==> src/rtl/boot_ram_pkg.sv <==
// Shared definitions for the boot_ram program memory and its boot-loader FSM.
package boot_ram_pkg;

  localparam int STATE_W = 2;

  typedef enum logic [STATE_W-1:0] {
    ST_LOAD  = 2'd0,
    ST_CHK   = 2'd1,
    ST_RUN   = 2'd2,
    ST_ERROR = 2'd3
  } state_e;

endpackage

==> src/rtl/boot_ram_dp_mem.sv <==
// One-write / one-async-read word array; contents are deliberately not reset
// so a program survives a reset of the surrounding loader.
module dp_mem #(
  parameter int DATA_W = 8,
  parameter int ADDR_W = 4
) (
  input  logic              clk,
  input  logic              we_i,
  input  logic [ADDR_W-1:0] waddr_i,
  input  logic [DATA_W-1:0] wdata_i,
  input  logic [ADDR_W-1:0] raddr_i,
  output logic [DATA_W-1:0] rdata_o
);

  logic [DATA_W-1:0] mem_q [2**ADDR_W];

  // Write port: single synchronous write per cycle.
  always_ff @(posedge clk) begin
    if (we_i) begin
      mem_q[waddr_i] <= wdata_i;
    end
  end

  assign rdata_o = mem_q[raddr_i];

endmodule

==> src/rtl/boot_ram.sv <==
// Program RAM with a boot-loader FSM that fills memory from a valid/ready stream
// while holding the CPU in reset. Optional checksum stage: BOOT_RAM_CHECKSUM_EN.
module boot_ram
  import boot_ram_pkg::*;
#(
  parameter int DATA_W = 8,
  parameter int ADDR_W = 4
) (
  input  logic              clk,
  input  logic              reset,
  input  logic              ld_valid,
  output logic              ld_ready,
  input  logic [DATA_W-1:0] ld_data,
  input  logic              ld_last,
  input  logic              reload,
  input  logic [ADDR_W-1:0] rd_addr,
  output logic [DATA_W-1:0] rd_data,
  input  logic              we,
  input  logic [ADDR_W-1:0] wr_addr,
  input  logic [DATA_W-1:0] wr_data,
  output logic              cpu_run,
  output logic [ADDR_W:0]   load_cnt,
  output logic              err
);

  localparam logic [ADDR_W:0] LAST_IDX = (ADDR_W+1)'((2**ADDR_W) - 1);

`ifdef BOOT_RAM_CHECKSUM_EN
  localparam state_e LOAD_EXIT = ST_CHK;
`else
  localparam state_e LOAD_EXIT = ST_RUN;
`endif

  state_e              state_q, state_d;
  logic [ADDR_W:0]     load_cnt_q, load_cnt_d;
  logic                cpu_run_q, ld_ready_q;
  logic                accept_s, mem_we_s;
  logic [ADDR_W-1:0]   mem_waddr_s;
  logic [DATA_W-1:0]   mem_wdata_s;
`ifdef BOOT_RAM_CHECKSUM_EN
  logic [DATA_W-1:0]   xsum_q, xsum_d;
  logic                err_q;
`endif

  assign accept_s = ld_valid && ld_ready_q && (state_q == ST_LOAD);

  // Next-state, load counter and write-port mux (loader owns the port in LOAD).
  always_comb begin
    state_d     = state_q;
    load_cnt_d  = load_cnt_q;
    mem_we_s    = 1'b0;
    mem_waddr_s = wr_addr;
    mem_wdata_s = wr_data;
`ifdef BOOT_RAM_CHECKSUM_EN
    xsum_d      = xsum_q;
`endif
    case (state_q)
      ST_LOAD: begin
        if (accept_s) begin
          mem_we_s    = 1'b1;
          mem_waddr_s = load_cnt_q[ADDR_W-1:0];
          mem_wdata_s = ld_data;
          load_cnt_d  = load_cnt_q + (ADDR_W+1)'(1);
`ifdef BOOT_RAM_CHECKSUM_EN
          xsum_d      = xsum_q ^ ld_data;
`endif
          // A full memory ends the load even without ld_last, so index 0 is never reused.
          if (ld_last || (load_cnt_q == LAST_IDX)) begin
            state_d = LOAD_EXIT;
          end else begin
            state_d = ST_LOAD;
          end
        end else begin
          state_d = ST_LOAD;
        end
      end
      ST_RUN: begin
        mem_we_s = we;
        if (reload) begin
          state_d    = ST_LOAD;
          load_cnt_d = '0;
`ifdef BOOT_RAM_CHECKSUM_EN
          xsum_d     = '0;
`endif
        end else begin
          state_d = ST_RUN;
        end
      end
`ifdef BOOT_RAM_CHECKSUM_EN
      ST_CHK: begin
        if (ld_valid && ld_ready_q) begin
          state_d = (ld_data == xsum_q) ? ST_RUN : ST_ERROR;
        end else begin
          state_d = ST_CHK;
        end
      end
      ST_ERROR: begin
        if (reload) begin
          state_d    = ST_LOAD;
          load_cnt_d = '0;
          xsum_d     = '0;
        end else begin
          state_d = ST_ERROR;
        end
      end
`endif
      default: begin
        state_d = ST_LOAD;
      end
    endcase
  end

  // State register; handshake outputs are registered from the next state.
  always_ff @(posedge clk or posedge reset) begin
    if (reset) begin
      state_q    <= ST_LOAD;
      load_cnt_q <= '0;
      cpu_run_q  <= 1'b0;
      ld_ready_q <= 1'b0;
`ifdef BOOT_RAM_CHECKSUM_EN
      xsum_q     <= '0;
      err_q      <= 1'b0;
`endif
    end else begin
      state_q    <= state_d;
      load_cnt_q <= load_cnt_d;
      cpu_run_q  <= (state_d == ST_RUN);
      ld_ready_q <= (state_d == ST_LOAD) || (state_d == ST_CHK);
`ifdef BOOT_RAM_CHECKSUM_EN
      xsum_q     <= xsum_d;
      err_q      <= (state_d == ST_ERROR);
`endif
    end
  end

  dp_mem #(
    .DATA_W (DATA_W),
    .ADDR_W (ADDR_W)
  ) u_mem (
    .clk     (clk),
    .we_i    (mem_we_s),
    .waddr_i (mem_waddr_s),
    .wdata_i (mem_wdata_s),
    .raddr_i (rd_addr),
    .rdata_o (rd_data)
  );

  assign cpu_run  = cpu_run_q;
  assign ld_ready = ld_ready_q;
  assign load_cnt = load_cnt_q;
`ifdef BOOT_RAM_CHECKSUM_EN
  assign err = err_q;
`else
  assign err = 1'b0;
`endif

endmodule

==> config.mk <==
export PLATFORM = sky130hd
export DESIGN_NAME = boot_ram
export DESIGN_NICKNAME = d
export VERILOG_FILES = /design/src/rtl/boot_ram_pkg.sv /design/src/rtl/boot_ram_dp_mem.sv /design/src/rtl/boot_ram.sv
export SDC_FILE = /design/constraint.sdc
export NUM_CORES = 1
export LEC_CHECK = 0
export BUFFER_PORTS_ARGS = -buffer_cell sky130_fd_sc_hd__buf_4
export CORE_MARGIN = 3
export CORE_UTILIZATION = 55
export CTS_BUF_LIST = sky130_fd_sc_hd__clkbuf_4
export DETAILED_ROUTE_END_ITERATION = 10
export PLACE_DENSITY = 0.72
export RECOVER_POWER = 50
export REMOVE_ABC_BUFFERS = 1
export SLEW_MARGIN = 10
export SYNTH_ARGS = -nofsm -noshare
export SYNTH_HDL_FRONTEND = slang
export SYNTH_SLANG_ARGS = --single-unit
==> constraint.sdc <==
create_clock -name clk -period 2.8 [get_ports clk]
set_input_delay 0.14 -clock clk [delete_from_list [all_inputs] [get_ports clk]]
set_output_delay 0.14 -clock clk [all_outputs]
set_load 0.05 [all_outputs]
[Yosys cells after proc, flatten, opt, wreduce, memory -nomap -nowiden]
Memories as Yosys holds them, arrays and structs flattened.
Cells that the tools add are included.
Storage, ports and cells
  register bits: 9
  bits in writable memories: 128
  word-level logic and storage cells: 35
  memories kept: 1
Memory list
  u_mem.mem_q: depth 16, width 8, rd ports 1, clocked after Yosys merged registers in 0, wr ports 1, RTL line boot_ram_dp_mem.sv:15  | logic [DATA_W-1:0] mem_q [2**ADDR_W];
Operators by class
  add/subtract/negate cells: 1
  equality and inequality tests: 6
  mux-type cells: 15
  reductions and logical operators: 8
Operators by type and width (number)
  8-bit two-way mux: 2
  5-bit two-way mux: 2
  5-bit one-hot mux with 2 select lines: 1
  4-bit two-way mux: 2
  2-bit two-way mux: 3
  5-bit by 1-bit adder with 5-bit output (second input constant): 1
  5-bit by 4-bit == test with 1-bit output (second input constant): 1
  2-bit == test (second input constant): 2
  2-bit zero test: 2
  2-bit != test (second input constant): 2
  2-bit one-hot mux with 2 select lines: 1
  1-bit two-way mux: 3
  3-bit AND reduction: 1
  2-bit by 1-bit == test with 1-bit output (second input constant): 1
  1-bit logical AND: 2
  1-bit logical OR: 2
  1-bit one-hot mux with 2 select lines: 1
  2-bit nonzero test: 1

[Longest topological paths before layout]
  depth after elaboration: 7
  gate-level depth with buffers: 6
  mapped depth without buffers: 6

[By module]
Synthesis repeated with hierarchy kept, for this count alone.
Unflattened totals
  cell total of the unflattened synthesis: 271
  area total of the unflattened synthesis: 5491.5 um^2
Modules (own cells, without submodules)
  dp_mem: instances 1, cells each 221, area an instance 4987.3 um^2, sequential area each 3843.7 um^2
  boot_ram: instances 1, cells each 50, area an instance 504.2 um^2, sequential area each 175.2 um^2

[Worst setup path after synthesis]
No wires, ideal clock.
  path kind: reg-to-reg
  start: reg state_q[1]
  end: mem u_mem.mem_q[1][0] (enable)
  setup time: 0.395 ns
  data arrival time: 2.304 ns
  data required time: 2.405 ns
  path slack: 0.102 ns
  cell stages (with the launch flop): 5
  path buffers: 1
  period minus slack after synthesis: 2.698 ns
  cell sequence: dfrtp_1 -> nand3b_2 -> buf_6 -> mux2_4 -> nor4_1
On the way
  cells in the longest elaborated chain, start to end: 6
  elaborated cells between the ends (all ways): 9
  classes of those cells: eq/ne (1); mux (6); reduce/logical (2)
Ends and longest elaborated chain
  start: declaration: RTL line boot_ram.sv:34  | state_e state_q, state_d;
  start signal: assignment: RTL line boot_ram.sv:125  | state_q <= state_d;
  2-bit zero test: RTL line boot_ram.sv:45, boot_ram.sv:57
  1-bit logical AND: RTL line boot_ram.sv:45  | assign accept_s = ld_valid && ld_ready_q && (state_q == ST_LOAD);
  1-bit two-way mux: RTL line boot_ram.sv:59  | if (accept_s) begin
  1-bit one-hot mux with 2 select lines: RTL line boot_ram.sv:57  | case (state_q)
  1-bit two-way mux: RTL line boot_ram_dp_mem.sv:19  | if (we_i) begin
  1-bit two-way mux (not written as such): RTL line boot_ram_dp_mem.sv:20  | mem_q[waddr_i] <= wdata_i;
  end: declaration: RTL line boot_ram_dp_mem.sv:15
Several ways; a longest one is shown, not always the timed one.

[Final worst setup path]
  start: reg ld_ready_q, in the netlist ld_ready
  end: mem u_mem.mem_q[13][7] (enable)
On the way
  cells in the longest elaborated chain, start to end: 6
  elaborated cells between the ends (all ways): 8
  classes of those cells: mux (6); reduce/logical (2)
Ends and longest elaborated chain
  start: declaration: RTL line boot_ram.sv:36  | logic cpu_run_q, ld_ready_q;
  start signal: assignment: RTL line boot_ram.sv:128  | ld_ready_q <= (state_d == ST_LOAD) || (state_d == ST_CHK);
  1-bit logical AND * (2 in series): RTL line boot_ram.sv:45
  1-bit two-way mux: RTL line boot_ram.sv:59
  1-bit one-hot mux with 2 select lines: RTL line boot_ram.sv:57
  1-bit two-way mux: RTL line boot_ram_dp_mem.sv:19
  1-bit two-way mux (not written as such): RTL line boot_ram_dp_mem.sv:20
Mark *: on every way between the ends. The rest lies on a longest branch, timed or not.

==> metrics.md <==
| Metric | Value |
|---|---|
| Status | `finished, final reports clean` |
| Initial core utilization | `56.8%` |
| Synth cell types | `38` |
| CP startpoint | `ld_ready` |
| Hold Vio Cnt, Final | `0` |
| Mapped Cells | `294` |
| First-pass GRT wire length | `17.0 mm` |
| Antenna diodes | `0` |
| Clock root cell | `clkbuf_4` |
| Drt first pass iters | `5` |
| Maximum VDD drop | `485 uV` |
| Setup violators final | `0` |
| CTS tree | `done` |
| Max incr delay on CP | `0.89 ns` |
| Sink Count | `135` |
| RSZ-0062 raised after global routing | `no` |
| Clk buf depth | `2` |
| Placer Congestion | `0.856` |
| Share of layout cells above drive strength 1 | `28.8%` |
| Vias in the first global route | `3035` |
| Largest net degree at the start of global routing | `33` |
| Worst-path fanout max | `16` |
| Tot GR Track Use | `21.0%` |
| Post-Syn Area | `5550 um^2` |
| RR Endpoint | `u_mem.mem_q[13][7]` |
| WL/cell | `21.4 um` |
| Yosys warnings | `0` |
| Slew at the pin closest to its max-slew limit | `1.13 ns` |
| Ports | `46` |
| EDFF count, synth | `128` |
| Core area | `9770 um^2` |
| P per Cell Area | `671 nW/um^2` |
| Leakage power | `2.24 nW` |
| CTS buffer count | `17` |
| Kind of critical path | `flip-flop to flip-flop` |
| Seq cells post-synth | `135` |
| Startpoint Class | `flip-flop` |
| Final wirelength | `10.9 mm` |
| Power Total | `4.25 mW` |
| Final Skew | `0.0113 ns` |
| Primary FF master, synth | `edfxtp_1` |
| # DRC | `0` |
| DR vias/cell | `5.81` |
| Min Clock Period, post-route | `2.43 ns` |
| H-tree depth | `4` |
| Detailed-route via count | `2968` |
| Worst-path cell chain | `nand3b_1 -> buf_4 -> a21boi_1 -> nor4_2` |
| Slew Limit Headroom | `24.0%` |
| Rows | `36` |
| Critical path's slowest cell | `nor4_2` |
| WP data required | `2.92 ns` |
| Number of max-cap violations | `0` |
| Hold endpoint | `load_cnt[2]` |
| Reg2Reg Depth | `4` |
| Die area | `11300 um^2` |
| Total Neg Setup Slack | `0 ns` |
| I/O Buffers | `44` |
| Reg2Reg Setup Slack | `0.37 ns` |
| CP Capture Type | `flip-flop` |
| Final Max Tran Viols | `0` |
| GR Overflow Total | `0` |
| Area Overhead vs Synth | `14.1%` |
| Final clock period utilization by the worst path | `86.7%` |
| DRT iter0 DRCs | `263` |
| Antenna violations before repair | `0` |
| Hold path depth | `4` |
| Syn avg cell area | `18.9 um^2` |
| Worst-skew pair later-pin latency | `0.50 ns` |
| Die Y | `106 um` |
| HP Class | `input pin to flip-flop` |
| Final nets | `399` |
| Dpl hpwl | `7.29 mm` |
| R2R Path Start | `ld_ready` |
| Sequential share of the synthesized area | `72.4%` |
| Critical Path AT | `2.54 ns` |
| Hold Crit Start | `ld_valid` |
| Remaining antenna violation count | `0` |
| Die X | `106 um` |
| Synth async-reset ratio | `5.19%` |
| Post-CTS Setup Inserts | `0` |
| Fmax | `412 MHz` |
| Clock Pin Slew Worst Setup and Hold Paths | `0.10 ns` |
cells in the mapped netlist, drive strengths merged, types with 3 or more instances:
cell type	n	area, um^2
nor2	4	15.0
mux4	32	762
nand2	35	131
inv	4	15.0
a22oi	16	120
mux2	3	37.5
nand3	4	20.0
buf	11	82.6
dfrtp	7	175
edfxtp	128	3840
clkdlybuf4s25	3	30.0
nor3	9	45.0
a21oi	4	20.0
nor4	8	50.1
power by group:
part / internal, mW / switching, mW
logic: 0.234 / 0.520
registers: 2.39 / 0.0640
clock network: 0.463 / 0.588
total: 3.08 / 1.17
cell families (layout without fill, tap and decap cells):
family	after synthesis	after routing	synth area share, %
mux	37	37	14.8
flops	135	135	72.4
compound gates	29	29	3.67
buf+inv	19	103	2.37
simple gates	71	71	6.33
fa+ha+maj	2	2	0.450
other cells	1	1	0.0675
metrics by stage:
| stage | setup WS (ns) | hold WS [ns] | area (um^2) | util, % | cells |
|---|---|---|---|---|---|
| 5_1_grt | 0.174 | 0.0449 | 6340 | 64.8 | 511 |
| 6_report | 0.373 | 0.0514 | 6340 | 64.8 | 511 |
| 2_1_floorplan | -0.116 | -0.0566 | 5440 | - | 279 |
| 3_5_place_dp | 0.338 | 0.0926 | 6120 | 62.7 | 478 |
| 4_1_cts | 0.356 | 0.00899 | 6380 | 65.3 | 511 |
| 3_3_place_gp | 0.474 | 0.0969 | 6120 | 62.7 | 478 |
sequential cells by signal, indices dropped and copies added (netlist names):
signal,flops
u_mem.mem_q,128
state_q,1
load_cnt,5
ld_ready,1
final cells by class:
type	instances	area [um^2]
clock buffer	22	165
fill	703	3440
multi-input combinational	140	1430
clock inverter	8	58.8
timing repair buffer	69	484
inverter	4	15.0
sequential	135	4020
tap	133	166
timing repair:
action / in CTS / in global routing
resized for setup: 0 / 1
setup endpoints to repair: 0 / 2
hold buffers: 3 / 0
endpoints found under the hold margin: 11 / 0
worst max-delay path by stage:
stage / end / slack [ns] / depth (start not counted)
4_1_cts: u_mem.mem_q[4][6] / 0.36 / 4
3_3_place_gp: u_mem.mem_q[4][1] / 0.47 / 4
5_1_grt: u_mem.mem_q[13][1] / 0.17 / 4
3_5_place_dp: u_mem.mem_q[4][4] / 0.34 / 4
6_report: u_mem.mem_q[13][7] / 0.37 / 4
2_1_floorplan: u_mem.mem_q[1][0] / -0.12 / 3
layout by cell type, fill, tap and decap left out, types with 3 or more instances in the layout:
| master | Yosys | layout |
|---|---|---|
| nor4_1 | 8 | 4 |
| mux4_2 | 21 | 21 |
| nand2_1 | 35 | 35 |
| nor4_2 | 0 | 4 |
| edfxtp_1 | 128 | 128 |
| nand3_1 | 4 | 4 |
| a21oi_1 | 4 | 4 |
| clkinv_1 | 0 | 5 |
| dlygate4sd3_1 | 0 | 3 |
| mux4_1 | 11 | 11 |
| buf_4 | 2 | 54 |
| clkbuf_4 | 0 | 23 |
| clkbuf_1 | 1 | 11 |
| dfrtp_1 | 7 | 7 |
| inv_1 | 4 | 4 |
| nor3_1 | 9 | 8 |
| nor2_1 | 4 | 4 |
| a22oi_1 | 16 | 16 |
worst max-delay path, delay by kind of cell, from the launching register on:
family / cells / cell delay, ns
buffers and inverters: 1 / 0.27
AO/OA/AOI/OAI: 1 / 0.15
AND/OR/NAND/NOR: 2 / 1.17
flip-flops: 1 / 0.45
per-layer routing:
metal  GRT usage (%)  vias to the layer above  routed length [um]
met5               0                        -                   0
met4            5.75                        0                 127
met3            5.65                       12                 670
met2            31.6                      125                5140
met1            30.9                     1468                4980
li1                -                     1363                   -
Note: power is estimated with default switching activity, not from simulation.
